--- config.mk ---
export PLATFORM = sky130hd
export DESIGN_NAME = pattern_insert
export DESIGN_NICKNAME = d
export VERILOG_FILES = /design/src/rtl/pattern_insert.sv
export SDC_FILE = /design/constraint.sdc
export NUM_CORES = 1
export LEC_CHECK = 0
export CAP_MARGIN = 15
export CORE_UTILIZATION = 52
export CTS_BUF_LIST = sky130_fd_sc_hd__clkbuf_16
export DETAILED_ROUTE_END_ITERATION = 8
export GPL_TIMING_DRIVEN = 1
export PLACE_DENSITY = 0.78
export RECOVER_POWER = 25
export SETUP_SLACK_MARGIN = 0.3
export SLEW_MARGIN = 20
export SYNTH_ARGS = -nofsm -noshare
export SYNTH_HDL_FRONTEND = slang
export SYNTH_SLANG_ARGS = --single-unit
--- constraint.sdc ---
create_clock -name clk -period 2 [get_ports clk]
set_input_delay 0.5 -clock clk [delete_from_list [all_inputs] [get_ports clk]]
set_output_delay 0.5 -clock clk [all_outputs]
set_load 0.1 [all_outputs]
--- src/rtl/pattern_insert.sv ---
`timescale 1ns/1ps
// -----------------------------------------------------------------------------
// pattern_insert
//
// Builds a continuous, unaligned, MSB-first bit stream for one frame:
//   [offset FILL bits][PAT][len payload words][optional ~PAT trailer][FILL pad]
// and emits it as WIDTH-bit words qualified by data_ena. Bit WIDTH-1 of each
// output word is the earliest bit in the stream.
//
// Optional feature: define PATTERN_INSERT_TRAILER_EN to append ~PAT after the
// last payload word, before the final padding. Ports are identical either way.
//
// Ports:
//   clk, nrst   clock, asynchronous active-low reset
//   start       single-cycle frame request (ignored while busy)
//   offset      FILL bits sent before PAT, latched on start
//   len         payload word count, latched on start (0 is legal)
//   pl_data     payload word, MSB first
//   pl_valid    payload word available
//   pl_ready    payload word accepted when pl_valid && pl_ready
//   data        output word
//   data_ena    output word valid
//   busy        frame in progress, from start through the done cycle
//   done        one-cycle pulse with the last word of the frame
//   dbg_state   current FSM state (IDLE=0, LOAD=1, PAYLOAD=2, FLUSH=3)
//
// Handshake: a payload word transfers on a rising clk edge where pl_valid and
// pl_ready are both 1. pl_ready is registered and only ever 1 in PAYLOAD with
// words still owed; pl_valid may be raised or dropped at any time.
// -----------------------------------------------------------------------------
module pattern_insert #(
  parameter int                   WIDTH     = 16,
  parameter int                   PAT_WIDTH = 5,
  parameter logic [PAT_WIDTH-1:0] PAT       = '1,
  parameter int                   LEN_W     = 8,
  parameter logic                 FILL      = 1'b0
) (
  input  logic                     clk,
  input  logic                     nrst,
  input  logic                     start,
  input  logic [$clog2(WIDTH)-1:0] offset,
  input  logic [LEN_W-1:0]         len,
  input  logic [WIDTH-1:0]         pl_data,
  input  logic                     pl_valid,
  output logic                     pl_ready,
  output logic [WIDTH-1:0]         data,
  output logic                     data_ena,
  output logic                     busy,
  output logic                     done,
  output logic [1:0]               dbg_state
);

  localparam int AW = 2 * WIDTH;
  localparam int CW = $clog2(2 * WIDTH + 1);
  localparam int OW = $clog2(WIDTH);

  localparam logic [CW-1:0] CNT_WORD = CW'(WIDTH);
  localparam logic [CW-1:0] CNT_PAT  = CW'(PAT_WIDTH);

  // PAT and its complement left-justified in an accumulator-wide field.
  localparam logic [AW-1:0] PAT_EXT = {PAT, {(AW - PAT_WIDTH){1'b0}}};
  localparam logic [AW-1:0] TRL_EXT = {~PAT, {(AW - PAT_WIDTH){1'b0}}};

`ifdef PATTERN_INSERT_TRAILER_EN
  localparam logic TRAILER = 1'b1;
`else
  localparam logic TRAILER = 1'b0;
`endif

  typedef enum logic [1:0] {
    ST_IDLE    = 2'd0,
    ST_LOAD    = 2'd1,
    ST_PAYLOAD = 2'd2,
    ST_FLUSH   = 2'd3
  } state_e;

  state_e             state_q, state_d;
  logic [AW-1:0]      acc_q, acc_d;     // left-justified pending stream bits
  logic [CW-1:0]      cnt_q, cnt_d;     // number of valid bits in acc_q
  logic [OW-1:0]      off_q, off_d;
  logic [LEN_W-1:0]   left_q, left_d;   // payload words still to accept
  logic               trl_q, trl_d;     // trailer still to be appended
  logic [WIDTH-1:0]   data_q, data_d;
  logic               ena_q, ena_d;
  logic               rdy_q, rdy_d;
  logic               busy_q, busy_d;
  logic               done_q, done_d;

  logic [AW-1:0]      post_acc;         // acc after this cycle's emit
  logic [CW-1:0]      post_cnt;
  logic               emit;
  logic               take;

  always_comb begin
    state_d  = state_q;
    acc_d    = acc_q;
    cnt_d    = cnt_q;
    off_d    = off_q;
    left_d   = left_q;
    trl_d    = trl_q;
    data_d   = data_q;
    ena_d    = 1'b0;
    done_d   = 1'b0;
    post_acc = acc_q;
    post_cnt = cnt_q;
    emit     = 1'b0;
    take     = 1'b0;

    case (state_q)
      ST_IDLE: begin
        // busy_q is still 1 during the done cycle, so a start there is dropped.
        if (start && !busy_q) begin
          off_d   = offset;
          left_d  = len;
          state_d = ST_LOAD;
        end
      end

      ST_LOAD: begin
        acc_d   = (PAT_EXT >> off_q) | (FILL ? ~({AW{1'b1}} >> off_q) : '0);
        cnt_d   = CW'(off_q) + CNT_PAT;
        trl_d   = TRAILER;
        state_d = ST_PAYLOAD;
      end

      ST_PAYLOAD: begin
        emit = (cnt_q >= CNT_WORD);
        if (emit) begin
          data_d   = acc_q[AW-1 -: WIDTH];
          ena_d    = 1'b1;
          post_acc = acc_q << WIDTH;
          post_cnt = cnt_q - CNT_WORD;
        end
        acc_d = post_acc;
        cnt_d = post_cnt;
        // post_cnt < WIDTH whenever we get here, so the append always fits.
        take = pl_valid && rdy_q;
        if (take) begin
          acc_d  = post_acc | ({pl_data, {WIDTH{1'b0}}} >> post_cnt);
          cnt_d  = post_cnt + CNT_WORD;
          left_d = left_q - LEN_W'(1);
        end
        if (left_d == '0) begin
          // If this emit drained everything, it is the frame's last word.
          if (cnt_d == '0 && !trl_q && emit) begin
            done_d  = 1'b1;
            state_d = ST_IDLE;
          end else begin
            state_d = ST_FLUSH;
          end
        end
      end

      ST_FLUSH: begin
        if (cnt_q >= CNT_WORD) begin
          data_d   = acc_q[AW-1 -: WIDTH];
          ena_d    = 1'b1;
          post_acc = acc_q << WIDTH;
          post_cnt = cnt_q - CNT_WORD;
        end else if (cnt_q != '0 && !trl_q) begin
          // Partial last word: bits below cnt are zero, so only FILL=1 needs OR.
          data_d   = acc_q[AW-1 -: WIDTH] | (FILL ? ({WIDTH{1'b1}} >> cnt_q) : '0);
          ena_d    = 1'b1;
          post_acc = '0;
          post_cnt = '0;
        end
        acc_d = post_acc;
        cnt_d = post_cnt;
        if (trl_q) begin
          acc_d = post_acc | (TRL_EXT >> post_cnt);
          cnt_d = post_cnt + CNT_PAT;
          trl_d = 1'b0;
        end
        if (!trl_q && cnt_d == '0) begin
          done_d  = 1'b1;
          state_d = ST_IDLE;
        end
      end

      default: state_d = ST_IDLE;
    endcase

    rdy_d  = (state_d == ST_PAYLOAD) && (left_d != '0);
    busy_d = (state_d != ST_IDLE) || done_d;
  end

  always_ff @(posedge clk or negedge nrst) begin
    if (!nrst) begin
      state_q <= ST_IDLE;
      acc_q   <= '0;
      cnt_q   <= '0;
      off_q   <= '0;
      left_q  <= '0;
      trl_q   <= 1'b0;
      data_q  <= '0;
      ena_q   <= 1'b0;
      rdy_q   <= 1'b0;
      busy_q  <= 1'b0;
      done_q  <= 1'b0;
    end else begin
      state_q <= state_d;
      acc_q   <= acc_d;
      cnt_q   <= cnt_d;
      off_q   <= off_d;
      left_q  <= left_d;
      trl_q   <= trl_d;
      data_q  <= data_d;
      ena_q   <= ena_d;
      rdy_q   <= rdy_d;
      busy_q  <= busy_d;
      done_q  <= done_d;
    end
  end

  assign pl_ready  = rdy_q;
  assign data      = data_q;
  assign data_ena  = ena_q;
  assign busy      = busy_q;
  assign done      = done_q;
  assign dbg_state = state_q;

endmodule

==> flow_summary.ini, run 1 <==
[floorplanning]
die_h_um = 97.9
rows = 34
initial_core_util_pct = 54.3
pin_count = 54
die_x_um = 97.9
dieArea_um2 = 9580
core_area_um2 = 8810

[synth]
async_reset_ff_share_pct = 100
synth_area_um2 = 4780
yosysSeqAreaShare_pct = 37.7
ys_top_cells_by_count = 72 x dfrtp_1, 71 x nand2_1, 43 x o21ai_0
synth_area_per_cell_um2 = 9.05
synth_top_area_share_pct = 37.7
synth-edff-count = 0
synth_cells = 528
synth_area_leader_cell = dfrtp_1
yosys_warnings = 0
synthDistinctLibCells = 65
synth.most_common_cell = dfrtp_1
synthTopCellsByArea = dfrtp_1 38%, mux2_2 6.8%, nand2_1 5.6%
synth_fp_nets = 565
synth_flop_cell = dfrtp_1
ys_ff_latch = 72

[critical_path]
crit_family = multiplexers
cp_slowest_cell = dfrtp_2
critPathMaxStageDelay_ps = 470
cp-start-kind = flip-flop
path_max_fanout = 5
arrival_ps = 2540
end_kind = flip-flop
path_cells = clkbuf_16 -> buf_4 -> buf_4 -> mux2_2 -> mux2i_4 -> mux2i_2 -> mux2i_2 -> o31ai_1 -> a22o_1
worstPathRequired_ps = 2220
worstSetupPathType = reg2reg
critPathBufInv = 3

[global_routing]
grt_pass1_vias = 5208
grt_util_all_layers_pct = 36.9
antenna_found_initial = 0
overflow = 0
grt_max_degree = 73
grt_pass1_wl_um = 27300

[drt]
ant_nets = 0
drt_iter0_markers = 676
drt-vias-per-instance = 6.90
drtPass1Iterations = 8
wl_um = 20600
drc = 10
vias = 5572
post_drt_wl_per_cell_um = 25.5

[pwr]
p_total_mw = 15.4
p_leak_nw = 3.47
vdd.ir_drop.worst_uv = 1450
power.switching_mw = 7.40
p_int_mw = 8.01
switching_share_pct = 48.0
pwr-share-seq_pct = 17.7
p_per_area_nw_per_um2 = 1960
pwr-share-comb_pct = 71.3
clkPwrFrac_pct = 11.1

[timing]
skew_ps = 14.0
max_slew.worst_pin.slew_ps = 1590
setup_viol = 37
slew_headroom_pct = -5.72
final.min_clock_period_ps = 2320
min_period_over_period_pct = 116
setup_tns_ps = -4620
rsz0062_at_grt = true
slew_viol_final = 73
fmax_mhz = 430
setup_slack_ps = -324
hold_viol_final = 0

[placement]
routabilityCongestion = 0.930
portBuffers = 53
hpwl_um = 11300
place_inst = 744
dp_slack_ps = -770
placed_cell_area_um2 = 6330

[worst_hold_path]
hp-class = reg2reg

[clocking]
clock_sinks = 72
numCtsBuffers = 9
path_clk_slew_ps = 70
cts_hold_buf = 0
htree_num_levels = 3
cts_tree = built
cts_buffer_depth = 2
cts-root-buf = clkbuf_16
clock_latency_ps = 340

[layout]
final_area_um2 = 7880
syn2layout_area_growth_pct = 64.9
n_fill_cell = 370
nets = 732
diodes = 0
layout-drive-gt1-share_pct = 49.4
fin_cells = 808

[run_status]
outcome = finished, violations left
violations = DRC, capacitance limit, slew limit, setup timing

[run]
drv_cap = 1
==> through the flow <==
stage	hold slack (ps)	utilization [%]
4_1_cts	203	83.1
3_5_place_dp	469	71.9
3_3_place_gp	463	71.9
6_report	508	89.5
5_1_grt	524	89.5
2_1_floorplan	204	-
==> registers in the layout (all words and copies together), names as in the netlist <==
| signal | flops |
|---|---|
| acc_q | 32 |
| data | 16 |
| left_q | 8 |
| cnt_q | 6 |
| off_q | 4 |
| dbg_state | 2 |
| busy | 1 |
| data_ena | 1 |
| done | 1 |
| pl_ready | 1 |
==> final timing paths <==
| check | slack (ps) | endpoint | start | depth (start not counted) |
|---|---|---|---|---|
| min in group asynchronous | 670 | done$_DFF_PN0_ | nrst | 2 |
| setup reg to reg | -320 | acc_q[16]$_DFFE_PN0P_ | cnt_q[1]$_DFFE_PN0P_ | 9 |
| max in group asynchronous | 180 | pl_ready$_DFF_PN0_ | nrst | 2 |
| setup / recovery | -320 | acc_q[16]$_DFFE_PN0P_ | cnt_q[1]$_DFFE_PN0P_ | 9 |
| hold reg to reg | 510 | acc_q[26]$_DFFE_PN0P_ | acc_q[26]$_DFFE_PN0P_ | 2 |
| hold / removal | 510 | acc_q[26]$_DFFE_PN0P_ | acc_q[26]$_DFFE_PN0P_ | 2 |
==> power by group through the flow <==
stage                     clock (mW)  sequential (mW)  combinational (mW)
after CTS                       1.68             2.63                9.34
after global placement             0             2.55                7.77
after global routing            1.75             2.76                11.3
final                           1.70             2.72                11.0
after floorplan                    0             3.76                3.70
after detailed placement           0             2.59                7.91
==> per-layer routing <==
metal	GRT usage (%)	vias up	part of all wire, %
met2	59.4	461	47
met5	0	-	0
met3	7.66	127	9.9
li1	-	2327	-
met4	16.9	0	6.4
met1	48.0	2657	37
==> logic make-up (layout without fill, tap and decap cells) <==
| family | count (synthesis) | in the layout | share of synthesized area [%] |
|---|---|---|---|
| xor gates and xnor gates | 1 | 1 | 0.183 |
| and+or+nand+nor | 182 | 184 | 19.2 |
| adders and majority gates | 5 | 5 | 1.31 |
| DFF | 72 | 72 | 37.7 |
| AOI/OAI and AO/OA | 157 | 157 | 22.0 |
| muxes | 56 | 56 | 14.6 |
| buffers and inverters | 55 | 225 | 5.00 |
==> worst min-delay path, stage by stage, from the launching register on <==
cell and delay, ps:
dfrtp_1 350, nand2_1 50, o21ai_1 70
==> layout make-up <==
type	count	area, µm²	share of cell area [%]
Sequential cell	72	1820	23.1
Inverter	14	62.6	0.794
Tap cell	108	135	1.72
Clock inverter	7	81.3	1.03
Multi-Input combinational cell	403	3500	44.5
Clock buffer	9	225	2.86
Timing Repair Buffer	195	2050	26.0
==> cell usage in the layout (no fill, tap or decap), drive strengths merged, types with 6 or more instances in the layout <==
master | Yosys | final
o22ai | 9 | 9
buf | 18 | 162
nand2b | 10 | 10
mux2i | 19 | 19
mux4 | 8 | 8
dlygate4sd2 | 0 | 15
inv | 14 | 15
a211oi | 7 | 7
nand3 | 14 | 14
nor2b | 14 | 14
dfrtp | 72 | 72
o211ai | 10 | 10
a21oi | 33 | 33
nor2 | 28 | 28
o21ai | 45 | 45
nor3 | 7 | 7
clkbuf | 23 | 12
or3 | 6 | 6
mux2 | 29 | 29
clkdlybuf4s50 | 0 | 15
a222oi | 6 | 6
nand2 | 71 | 73
==> repair_timing <==
item | CTS | global route
buffers inserted | 20 | 22
resized for setup | 157 | 89
setup endpoints to repair | 66 | 65
cloned | 5 | 1
pin swaps | 35 | 54
No activity file was read; power rests on OpenSTA's default activity.
==> inputs of run 2 (changes only) <==
--- a/config.mk
+++ b/config.mk
@@ -5,13 +5,13 @@
 export SDC_FILE = /design/constraint.sdc
 export NUM_CORES = 1
 export LEC_CHECK = 0
-export CAP_MARGIN = 15
+export CAP_MARGIN = 30
 export CORE_UTILIZATION = 52
 export CTS_BUF_LIST = sky130_fd_sc_hd__clkbuf_16
 export DETAILED_ROUTE_END_ITERATION = 8
 export GPL_TIMING_DRIVEN = 1
 export PLACE_DENSITY = 0.78
-export RECOVER_POWER = 25
+export RECOVER_POWER = 50
 export SETUP_SLACK_MARGIN = 0.3
 export SLEW_MARGIN = 20
 export SYNTH_ARGS = -nofsm -noshare
==> results of run 2 <==
Same layout as run 1: the final DEF is identical, and so are final timing and power.
